$ cat src/rtl/mem_interface_unit.sv
// Memory interface stage: owns MAR/MDR and converts control-FSM strobes into a
// req/ack handshake with wait-state timeout and a sticky error flag.
module mem_interface_unit #(
    parameter int DATA_W  = 16,
    parameter int ADDR_W  = 16,
    parameter int TIMEOUT = 15
) (
    input  logic              clk,
    input  logic              rst_n,
    input  logic [DATA_W-1:0] bus_in,
    output logic [DATA_W-1:0] bus_out,
    output logic              bus_oe,
    input  logic              marce,
    input  logic              maroe,
    input  logic              mdrce,
    input  logic              mdroe,
    input  logic              mdrget,
    input  logic              mem_read,
    input  logic              mem_write,
    output logic              mem_busy,
    output logic              mem_done,
    output logic              mem_err,
    input  logic              err_clr,
    output logic              mem_req,
    output logic              mem_we,
    output logic [ADDR_W-1:0] mem_addr,
    output logic [DATA_W-1:0] mem_wdata,
    input  logic [DATA_W-1:0] mem_rdata,
    input  logic              mem_ack
);

    typedef enum logic [1:0] {
        S_IDLE = 2'd0,
        S_REQ  = 2'd1,
        S_DONE = 2'd2,
        S_ERR  = 2'd3
    } state_t;

    localparam int CNT_W = 8;

    state_t             state_q, state_d;
    logic [ADDR_W-1:0]  mar_q, mar_d;
    logic [DATA_W-1:0]  mdr_q, mdr_d;
    logic [ADDR_W-1:0]  addr_q, addr_d;
    logic [DATA_W-1:0]  wdata_q, wdata_d;
    logic               we_q, we_d;
    logic [CNT_W-1:0]   cnt_q, cnt_d;
    logic               err_q, err_d;

    logic               rd_start, wr_start;
    logic [CNT_W-1:0]   cnt_inc;
    logic [ADDR_W-1:0]  start_addr;

    assign rd_start   = mem_read & maroe & mdrce & ~mem_write;
    assign wr_start   = mem_write & maroe & mdroe & ~mem_read;
    assign cnt_inc    = cnt_q + CNT_W'(1);
    // A same-cycle MAR load is forwarded straight to the request address.
    assign start_addr = marce ? bus_in[ADDR_W-1:0] : mar_q;

    always_comb begin
        state_d = state_q;
        mar_d   = mar_q;
        mdr_d   = mdr_q;
        addr_d  = addr_q;
        wdata_d = wdata_q;
        we_d    = we_q;
        cnt_d   = cnt_q;
        err_d   = err_q;

        if (err_clr) err_d = 1'b0;

        case (state_q)
            S_IDLE: begin
                cnt_d = '0;
                if (marce) mar_d = bus_in[ADDR_W-1:0];
                if (mdrce & ~mem_read) mdr_d = bus_in;
                if (mem_read & mem_write) begin
                    err_d = 1'b1;
                end else if (rd_start) begin
                    addr_d  = start_addr;
                    we_d    = 1'b0;
                    state_d = S_REQ;
                end else if (wr_start) begin
                    addr_d  = start_addr;
                    wdata_d = mdr_q;
                    we_d    = 1'b1;
                    state_d = S_REQ;
                end
            end
            S_REQ: begin
                if (mem_ack) begin
                    if (!we_q) mdr_d = mem_rdata;
                    state_d = S_DONE;
                end else if (cnt_inc == CNT_W'(TIMEOUT)) begin
                    err_d   = 1'b1;
                    state_d = S_ERR;
                end else begin
                    cnt_d = cnt_inc;
                end
            end
            S_DONE:  state_d = S_IDLE;
            S_ERR:   state_d = S_IDLE;
            default: state_d = S_IDLE;
        endcase
    end

    always_ff @(posedge clk or negedge rst_n) begin
        if (!rst_n) begin
            state_q <= S_IDLE;
            mar_q   <= '0;
            mdr_q   <= '0;
            addr_q  <= '0;
            wdata_q <= '0;
            we_q    <= 1'b0;
            cnt_q   <= '0;
            err_q   <= 1'b0;
        end else begin
            state_q <= state_d;
            mar_q   <= mar_d;
            mdr_q   <= mdr_d;
            addr_q  <= addr_d;
            wdata_q <= wdata_d;
            we_q    <= we_d;
            cnt_q   <= cnt_d;
            err_q   <= err_d;
        end
    end

    // mem_req follows state so an async reset drops it immediately.
    assign mem_req   = (state_q == S_REQ);
    assign mem_we    = we_q;
    assign mem_addr  = addr_q;
    assign mem_wdata = wdata_q;
    assign mem_busy  = (state_q != S_IDLE);
    assign mem_done  = (state_q == S_DONE);
    assign mem_err   = err_q;
    assign bus_out   = mdr_q;
    assign bus_oe    = mdroe & mdrget;

endmodule

$ cat config.mk
export PLATFORM = sky130hd
export DESIGN_NAME = mem_interface_unit
export DESIGN_NICKNAME = d
export VERILOG_FILES = /design/src/rtl/mem_interface_unit.sv
export SDC_FILE = /design/constraint.sdc
export NUM_CORES = 1
export LEC_CHECK = 0
export CAP_MARGIN = 20
export CORE_AREA = 3 3 90 92
export DETAILED_ROUTE_END_ITERATION = 8
export DIE_AREA = 0 0 93 95
export PLACE_DENSITY = 0.85
export SETUP_SLACK_MARGIN = 0.05
export SLEW_MARGIN = 20
export SYNTH_ARGS = -nofsm -noshare
export SYNTH_HDL_FRONTEND = slang
export SYNTH_SLANG_ARGS = --single-unit
$ cat constraint.sdc
create_clock -name clk -period 2.2 [get_ports clk]
set_clock_uncertainty 0.2 [all_clocks]
set_input_delay 0.22 -clock clk [delete_from_list [all_inputs] [get_ports clk]]
set_output_delay 0.22 -clock clk [all_outputs]
set_load 0.03 [all_outputs]
==> impl_results.rst <==
.. list-table::
   :header-rows: 1

   * - Metric
     - Value
   * - Crit start category
     - flop
   * - Violation count after the first detailed-route iteration
     - 155
   * - Post-layout net count
     - 473
   * - Area Growth Syn to Fin
     - 39.5%
   * - Core box area
     - 0.00729 mm2
   * - Max Cap Violations
     - 0
   * - Number of routed nets with antenna violations
     - 0
   * - CTS Root Cell
     - clkbuf_8
   * - Die width
     - 93 um
   * - H-Tree Depth
     - 3
   * - Worst vdd rail ir drop
     - 0.534 mV
   * - Clock tree from TritonCTS
     - yes
   * - Post-route setup slack
     - 0.0829 ns
   * - Share of synthesized flip-flops with an asynchronous set or reset
     - 100%
   * - Clock-pin slew on the worst setup and hold paths
     - 0.09 ns
   * - Detailed Routing Iterations Pass 1
     - 5
   * - Critical setup path kind
     - reg2out
   * - Number of clock sinks
     - 76
   * - Routed WL
     - 9.11 mm
   * - Post-Place Setup Slack
     - 0.100 ns
   * - Type of element capturing the critical path
     - output port
   * - Worst slew margin relative to its limit
     - 69.1%
   * - Number of antenna violations at the first check in global routing
     - 0
   * - Final TNS setup
     - 0 ns
   * - Number of ports placed on the die boundary
     - 97
   * - Yosys warnings
     - 0
   * - Num CTS Buffers
     - 9
   * - Synthesis-stage register bit count
     - 76
   * - Part of the cycle the worst path needs
     - 96.2%
   * - Full die area
     - 0.00884 mm2
   * - Clock tree buffer depth
     - 2
   * - Total setup buffers inserted after CTS
     - 0
   * - Data arrival time at the worst-slack endpoint
     - 1.70 ns
   * - Worst setup slack for register-to-register paths
     - 0.15 ns
   * - Shortest period the worst path allows
     - 2.12 ns
   * - Static power due to leakage
     - 2.08 nW
   * - Total design power
     - 5.33 mW
   * - Vias in the first global route
     - 2,897
   * - Clock latency of the later-clocked register in the worst-skew pair
     - 0.34 ns
   * - Routed len/inst
     - 17.1 um
   * - CP Data Required Time
     - 1.78 ns
   * - Run status
     - finished clean
   * - Post-synth EDFFs
     - 0
   * - Row count
     - 31
   * - Grt ovf
     - 0
   * - Crit Path Max Fanout
     - 4
   * - DR DRC count
     - 0
   * - Reg-to-Reg Start
     - cnt_q[1]
   * - Setup repair after global routing missed its margin
     - yes
   * - Util after Layout
     - 67.0%
   * - Fraction of final layout cells sized beyond drive strength 1
     - 17.6%
   * - Cells after synthesis
     - 327
   * - Most common cell after layout, fill and taps aside
     - clkdlybuf4s50_1
   * - Final RePlAce weighted congestion
     - 0.928
   * - Number of max-slew violations in the final report
     - 0
   * - First-pass GRT wire length
     - 14.8 mm
   * - Start point of the critical path
     - state_q[1]
   * - Maximum number of pins on one net before global-route repair
     - 43
   * - P per Cell Area
     - 1090 mW/mm2
   * - Most frequent cells in the layout
     - 93 x clkdlybuf4s50_1, 75 x dfrtp_1, 44 x nand2_1, 42 x nor2_1, 35 x mux2_2
   * - Number of vias per cell after detailed routing
     - 5.40
   * - Seq/Total Area, Yosys
     - 54.3%
   * - Initial Utilization
     - 48.0%
   * - ANT cells
     - 0
   * - Global routing usage summed across all routing layers
     - 21.4%
   * - Worst min-delay path category
     - in2async
   * - Final hold violations
     - 0
   * - Worst Max-Slew Pin Slew
     - 0.463 ns
   * - Worst-case hold slack
     - 0.163 ns
   * - Fmax
     - 0.472 GHz
   * - Half-perimeter wire length after placement
     - 6.65 mm
   * - Netlist cell types
     - 41
   * - Average footprint of a synthesized cell
     - 10.7 um2
   * - Primary FF master, synth
     - dfrtp_1
   * - Layout filler cell count
     - 585
   * - Cell area after synthesis
     - 0.00350 mm2
   * - Number of I/O port buffers
     - 96
   * - Die H
     - 95 um
   * - Post-synthesis net count
     - 372
   * - Via count
     - 2,874
   * - Number of failing setup endpoints in the final timing report
     - 0
[worst paths after layout]
path	endpoint	depth (start not counted)
setup reg to reg	cnt_q[0]	6
max in group asynchronous	mar_q[7]	3
setup / recovery	mem_busy	3
min in group clk	bus_out[12]	3
hold reg to reg	mem_wdata[0]	1
hold / removal	mem_wdata[10]	2
[registers in the layout, indices dropped and copies added, names as in the netlist]
signal / cells
bus_out: 16
mar_q: 16
mem_addr: 16
mem_wdata: 16
cnt_q: 8
state_q: 2
mem_err: 1
mem_we: 1
[kinds of logic after synthesis]
| group | share of synthesized area, % |
|---|---|
| DFF | 54.3 |
| muxes | 15.8 |
| xor gates and xnor gates | 1.00 |
| AOI/OAI and AO/OA | 9.04 |
| and+or+nand+nor | 15.6 |
| adders and majority gates | 0.715 |
| buffers and inverters | 3.47 |
[synthesized netlist by cell type, types with 3 or more instances]
master    number  share of area, %
nand3b_1       3              0.64
inv_1          3              0.32
mux2i_1       16               4.6
a21oi_1       19               2.7
nand2_1       44               4.7
nor2_1        43               4.6
and2_1         3              0.54
nand4_1        3              0.54
buf_2          7               1.0
xnor2_1        3              0.75
nor2b_1        4              0.71
mux2_2        35                11
clkbuf_1       8              0.86
o21ai_0        3              0.43
a31oi_1       18               3.2
buf_4          4              0.86
dfrtp_1       76                54
nand3_1        6              0.86
[critical path, stage by stage (launching register included)]
cell and delay, ns:
dfrtp_1 0.43, nor2_2 0.27, inv_1 0.07, clkdlybuf4s50_1 0.60
[metrics by stage]
stage | instance area, um2 | cells
final | 4880 | 532
after global routing | 4880 | 532
after CTS | 4870 | 532
after detailed placement | 4630 | 515
after floorplan | 3500 | 327
after global placement | 4630 | 515
[power by group]
group / internal, mW / switching (mW)
clock network: 0.657 / 0.546
registers: 1.78 / 0.247
logic: 0.943 / 1.16
[routing by layer]
metal | wire (um) | global-route usage, %
met5 | 0 | 0
met4 | 123 | 7.45
met3 | 564 | 3.82
met2 | 4480 | 34.3
met1 | 3940 | 29.4
[cell type report]
cell class                      instances  area, um2  area share (%)
Sequential cell                        76       1900            39.0
Multi-Input combinational cell        227       1490            30.6
Timing Repair Buffer                  110       1120            23.0
Clock buffer                            9        124            2.54
Tap cell                               99        124            2.54
Clock inverter                          7        104            2.13
Inverter                                4       15.0           0.307
[timing repair]
action,in CTS,in global routing
endpoints found under the hold margin,34,0
hold buffers,1,0
resized for setup,1,5
setup endpoints to repair,1,9
(Power assumes the default switching activity.)
==> RTL edit 1: new RTL, same flow settings <==
`addr_q` no longer has a reset.
--- a/src/rtl/mem_interface_unit.sv
+++ b/src/rtl/mem_interface_unit.sv
@@ -109,7 +109,6 @@
             state_q <= S_IDLE;
             mar_q   <= '0;
             mdr_q   <= '0;
-            addr_q  <= '0;
             wdata_q <= '0;
             we_q    <= 1'b0;
             cnt_q   <= '0;
@@ -118,12 +117,15 @@
             state_q <= state_d;
             mar_q   <= mar_d;
             mdr_q   <= mdr_d;
-            addr_q  <= addr_d;
             wdata_q <= wdata_d;
             we_q    <= we_d;
             cnt_q   <= cnt_d;
             err_q   <= err_d;
         end
+    end
+
+    always_ff @(posedge clk) begin
+        addr_q <= addr_d;
     end
 
     // mem_req follows state so an async reset drops it immediately.
Check against the original RTL: not equivalent (Yosys sat finds a counterexample within 4 cycles, from zero or initial values and one cycle with rst_n low).
==> RTL edit 1 against the unedited design <==
First-iteration DRC count increased by 43%. Clock power decreased by 13%. Sequential share of layout area increased by 2.7 points. Cell area decreased by 2.5%. Power decreased by 9.2%. Wire length decreased by 5.2%. Via count decreased by 7.2%. Sequential cell count unchanged. Combinational power decreased by 15%. Die area unchanged. Setup slack improved by 0.11 ns. Synthesized area decreased by 1.9%. Largest power group is now sequential cells. Highest routed layer unchanged.
==> RTL edit 1: results (changes against the unedited design) <==
Yosys
  • Post-synthesis compound-gate area fraction: 0.0779 (-0.0125)
  • Post-synthesis adder-cell area fraction: 0.00728 (+0.000135)
  • Post-Synth XOR/XNOR Area: 0 (-0.0100)
  • Net Count, Synth: 359 (-3.5%)
  • Commonest cells in the netlist: nand2_1, dfrtp_1, nor2_1, mux2_2, a31oi_1
  • Seq/Total Area, Yosys: 0.577 (+0.0336)
  • Post-synthesis mux area share: 0.127 (-0.0309)
  • Leading post-synthesis cells by cell area: dfrtp_1, edfxtp_1, nand2_1

Worst setup path
  • Worst Path Arrival: 2.02 ns (+0.32 ns)
  • Critical path origin: cnt_q[1]$_DFFE_PN0P_
  • Worst-path fanout max: 7 (+3)

Power and ir drop
  • NetSw: 1.70 mW (-13%)
  • Max VDD drop: 0.360 mV (-33%)
  • Leak: 2.02 nW (-2.8%)

Routing
  • Vias per inst: 5.10 (-5.6%)
  • Routed WL: 8630 microns (-5.2%)
  • Pre-antenna DRT Iters: 6 (+1)
  • First-iteration detailed-routing DRC count: 221 (+43%)

Min path
  • Hold crit path type: in -> reg

Global route
  • Largest net degree at the start of global routing: 33 (-23%)
  • M2 GR Usage: 0.351 (+0.00780)
  • All-Layer GR Usage: 0.203 (-0.0108)
  • First-pass GRT wire length: 13800 microns (-6.5%)
  • Met3 GRT Util: 0.0279 (-0.0104)
  • Number of global-route vias before repair: 2802 (-3.3%)
  • GRT met1 Usage: 0.246 (-0.0477)

STA
  • Least-Margin Pin Slew: 0.674 ns (+0.211 ns)

Final layout
  • Share of cells above drive strength 1: 0.172 (-0.00335)
  • Nets: 464 (-1.9%)
  • Fillcell total: 560 (-4.3%)

Place
  • Placed inst area: 4560 sq um (-1.6%)
  • Routability Congestion: 0.862 (-7.1%)
  • Post-DP HPWL: 6490 microns (-2.4%)

Outcome
  • Status: completed
RTL edit 1: cell count changes after synthesis, moves of 4 or more:
cell      before  now
nand2_1       44   92
a21oi_1       19    0
dfrtp_1       76   60
edfxtp_1       0   16
mux2_2        35   22
mux2i_1       16    4
nor2_1        43   31
mux2_4         0   10
nand3_1        6    2
RTL edit 1: layer usage:
metal | vias to the layer above | share of wire
li1 | 1282 | -
met1 | 1278 | 0.40
met2 | 89 | 0.54
met3 | 17 | 0.043
met4 | 0 | 0.023
met5 | - | 0
RTL edit 1: logic make-up (layout without fill, tap and decap cells):
| family | after synthesis | count (layout) |
|---|---|---|
| AOI/OAI and AO/OA | 38 | 38 |
| adders and majority gates | 2 | 2 |
| buffers and inverters | 23 | 133 |
| DFF | 76 | 76 |
| muxes | 36 | 36 |
| and+or+nand+nor | 139 | 139 |
RTL edit 1: power by group through the flow:
stage,registers (mW),clock network [mW],logic (mW)
final,2.01,1.04,1.79
after global routing,2.06,1.11,1.90
after CTS,2.02,1.05,1.81
after detailed placement,2.04,0,1.80
after global placement,2.02,0,1.76
after floorplan,2.49,0,0.534
RTL edit 1: metrics by stage:
stage / std cells / hold WS [ns] / setup WS [ns] / total power, mW / util
floorplan: 314 / -0.276 / 0.173 / 3.02 / -
global placement: 506 / 0.0878 / 0.169 / 3.78 / 0.625
detailed placement: 506 / 0.101 / 0.105 / 3.84 / 0.625
CTS: 523 / 0.218 / 0.0854 / 4.88 / 0.652
global route: 523 / 0.242 / 0.0651 / 5.08 / 0.653
finish: 523 / 0.233 / 0.197 / 4.84 / 0.653
RTL edit 1: repair_timing:
| item | in CTS | in global routing |
|---|---|---|
| hold endpoints to repair | 28 | 0 |
| resized for setup | 3 | 2 |
| hold buffers | 1 | 0 |
| setup endpoints to repair | 3 | 3 |
RTL edit 1: final cells by class:
class                      count  area share
tap                           99      0.0260
clock inverter                 6      0.0139
multi-input combinational    215       0.280
inverter                       6     0.00473
timing repair buffer         111       0.232
sequential                    76       0.416
clock buffer                  10      0.0268
RTL edit 1: critical path, stage by stage (launching register included):
cell and delay [ns]:
dfrtp_1 0.42, ha_2 0.25, nand2b_1 0.12, o21ai_1 0.06, a32o_2 0.26, a21oi_4 0.24, nor2_1 0.08, a221o_1 0.26
RTL edit 1: worst paths after layout:
check,end,slack [ns],cells after the start
max,cnt_q[1]$_DFFE_PN0P_,0.20,7
min,bus_out[8]$_DFFE_PN0P_,0.23,3
min reg2reg,mar_q[1]$_DFFE_PN0P_,0.28,2
max in group asynchronous,bus_out[10]$_DFFE_PN0P_,0.85,3
max reg2reg,cnt_q[1]$_DFFE_PN0P_,0.20,7
min in group asynchronous,mem_we$_DFFE_PN0P_,0.26,2
==> RTL edit 2: new RTL, config.mk and constraints unchanged <==
Without the edit above. `CNT_W`: 8 -> 12.
--- a/src/rtl/mem_interface_unit.sv
+++ b/src/rtl/mem_interface_unit.sv
@@ -36,7 +36,7 @@
         S_ERR  = 2'd3
     } state_t;
 
-    localparam int CNT_W = 8;
+    localparam int CNT_W = 12;
 
     state_t             state_q, state_d;
     logic [ADDR_W-1:0]  mar_q, mar_d;
Formal check against the unedited RTL: no difference found for any inputs over 4 cycles, from zero or initial values and one cycle with rst_n low; that may be too few to reach the edited logic, so the function may still have changed.
==> RTL edit 2 against the unedited design <==
Hold slack worse by 0.031 ns. Wire length rose by 3.5%. Power increased by 1.2%. Setup slack gained 0.083 ns. Cell area grew 4.5%. Sequential cell count grew 4. Global-route usage rose by 0.81 points. Combinational power increased by 2%. Synthesized area increased by 5.8%. Clock power is 5% lower. Fmax is 4.1% higher. Critical path type unchanged.
==> RTL edit 2: results (changes against the unedited design) <==
Power and ir drop
  • Total internal power: 3.39 mW (+0.36%)
  • Max VDD drop: 0.593 mV (+11%)
  • Leak: 2.19 nW (+5.6%)

Place
  • Placed inst area: 4850 sq um (+4.7%)
  • Routability Congestion: 0.852 (-8.2%)
  • Post-DP HPWL: 6920 microns (+4.0%)

Yosys
  • Seq/Total Area, Yosys: 0.541 (-0.00270)
  • Leading post-synthesis cells by cell area: dfrtp_1, mux2_2, nand2_1
  • Post-Synth XOR/XNOR Area: 0.00709 (-0.00291)
  • Post-synthesis adder-cell area fraction: 0.00676 (-0.000391)
  • Net Count, Synth: 399 (+7.3%)
  • Commonest cells in the netlist: dfrtp_1, nand2_1, nor2_1, mux2_2
  • Count of cell types in the netlist: 44 (+7.3%)
  • Post-synthesis compound-gate area fraction: 0.117 (+0.0268)
  • Post-synthesis mux area share: 0.146 (-0.0124)
  • Ys flop type: dfrtp_1

Global route
  • Met3 GRT Util: 0.0319 (-0.00637)
  • Largest net degree at the start of global routing: 52 (+21%)
  • First-pass GRT wire length: 15300 microns (+3.9%)
  • All-Layer GR Usage: 0.222 (+0.00809)
  • M2 GR Usage: 0.364 (+0.0210)
  • GRT met1 Usage: 0.302 (+0.00800)

Worst setup path
  • Worst-path fanout max: 11 (+7)
  • Crit path max-delay family: buffers and inverters
  • Worst r2r src: cnt_q[4]$_DFFE_PN0P_
  • Critical path origin: state_q[1]$_DFFE_PN0P_
  • FF-to-FF End: cnt_q[2]$_DFFE_PN0P_
  • Crit path largest cell delay: 0.45 ns (-0.15 ns)
  • R2R Setup Slk: 0.17 ns (+0.02 ns)
  • Worst path slowest cell: dfrtp_1
  • Worst Path Arrival: 1.61 ns (-0.09 ns)

Final layout
  • Fillcell total: 530 (-9.4%)
  • Nets: 501 (+5.9%)
  • Share of cells above drive strength 1: 0.169 (-0.00632)

Routing
  • First-iteration detailed-routing DRC count: 225 (+45%)
  • Met3 WL: 568 microns (+0.71%)
  • Top layer in use: met4
  • Met1 WL: 4130 microns (+4.9%)
  • Routed WL: 9430 microns (+3.5%)
  • Routed vias: 3064 (+6.6%)
  • Met2 wire length: 4620 microns (+3.1%)

Clock tree
  • Clock root cell: clkbuf_8
  • CTS buffer count: 9 (unchanged)

Outcome
  • Status: completed

STA
  • Slew HR: 0.720 (+0.0281)
==> RTL edit 2: through the flow <==
step	worst slack [ns]	std cells	hold slack, ns
after floorplan	0.0932	354	-0.276
after global placement	0.157	542	-0.0322
after detailed placement	0.0832	542	-0.0295
after CTS	0.0694	559	0.134
after global routing	0.0472	560	0.148
final	0.166	560	0.132
==> RTL edit 2: worst max-delay path by stage <==
stage	cells past startpoint	slack, ns	to
2_1_floorplan	7	0.09	cnt_q[2]$_DFFE_PN0P_
3_3_place_gp	7	0.16	cnt_q[2]$_DFFE_PN0P_
3_5_place_dp	8	0.08	cnt_q[1]$_DFFE_PN0P_
4_1_cts	8	0.07	cnt_q[1]$_DFFE_PN0P_
5_1_grt	6	0.05	cnt_q[2]$_DFFE_PN0P_
6_report	4	0.17	mem_req
==> RTL edit 2: final cells by class <==
type | instances | area, sq um | share of cell area
multi-input cells | 245 | 1590 | 0.311
clock inverters | 6 | 73.8 | 0.0145
flip-flops and latches | 80 | 2000 | 0.393
repair buffers | 113 | 1150 | 0.225
well taps | 99 | 124 | 0.0243
inverters | 7 | 26.3 | 0.00515
clock buffers | 10 | 138 | 0.0270
==> RTL edit 2: power by group through the flow <==
stage | Clock (mW) | Combinational, mW | Sequential, mW
final | 1.14 | 2.14 | 2.11
after global routing | 1.23 | 2.27 | 2.16
after CTS | 1.16 | 2.16 | 2.10
after detailed placement | 0 | 2.15 | 2.13
after global placement | 0 | 2.09 | 2.11
after floorplan | 0 | 0.511 | 2.75
==> RTL edit 2: timing repair <==
action / CTS / global route
setup endpoints to repair: 3 / 17
gates resized for setup: 3 / 7
pin swaps: 0 / 3
buffers inserted: 0 / 1
hold buffers: 1 / 0
hold endpoints to repair: 73 / 0
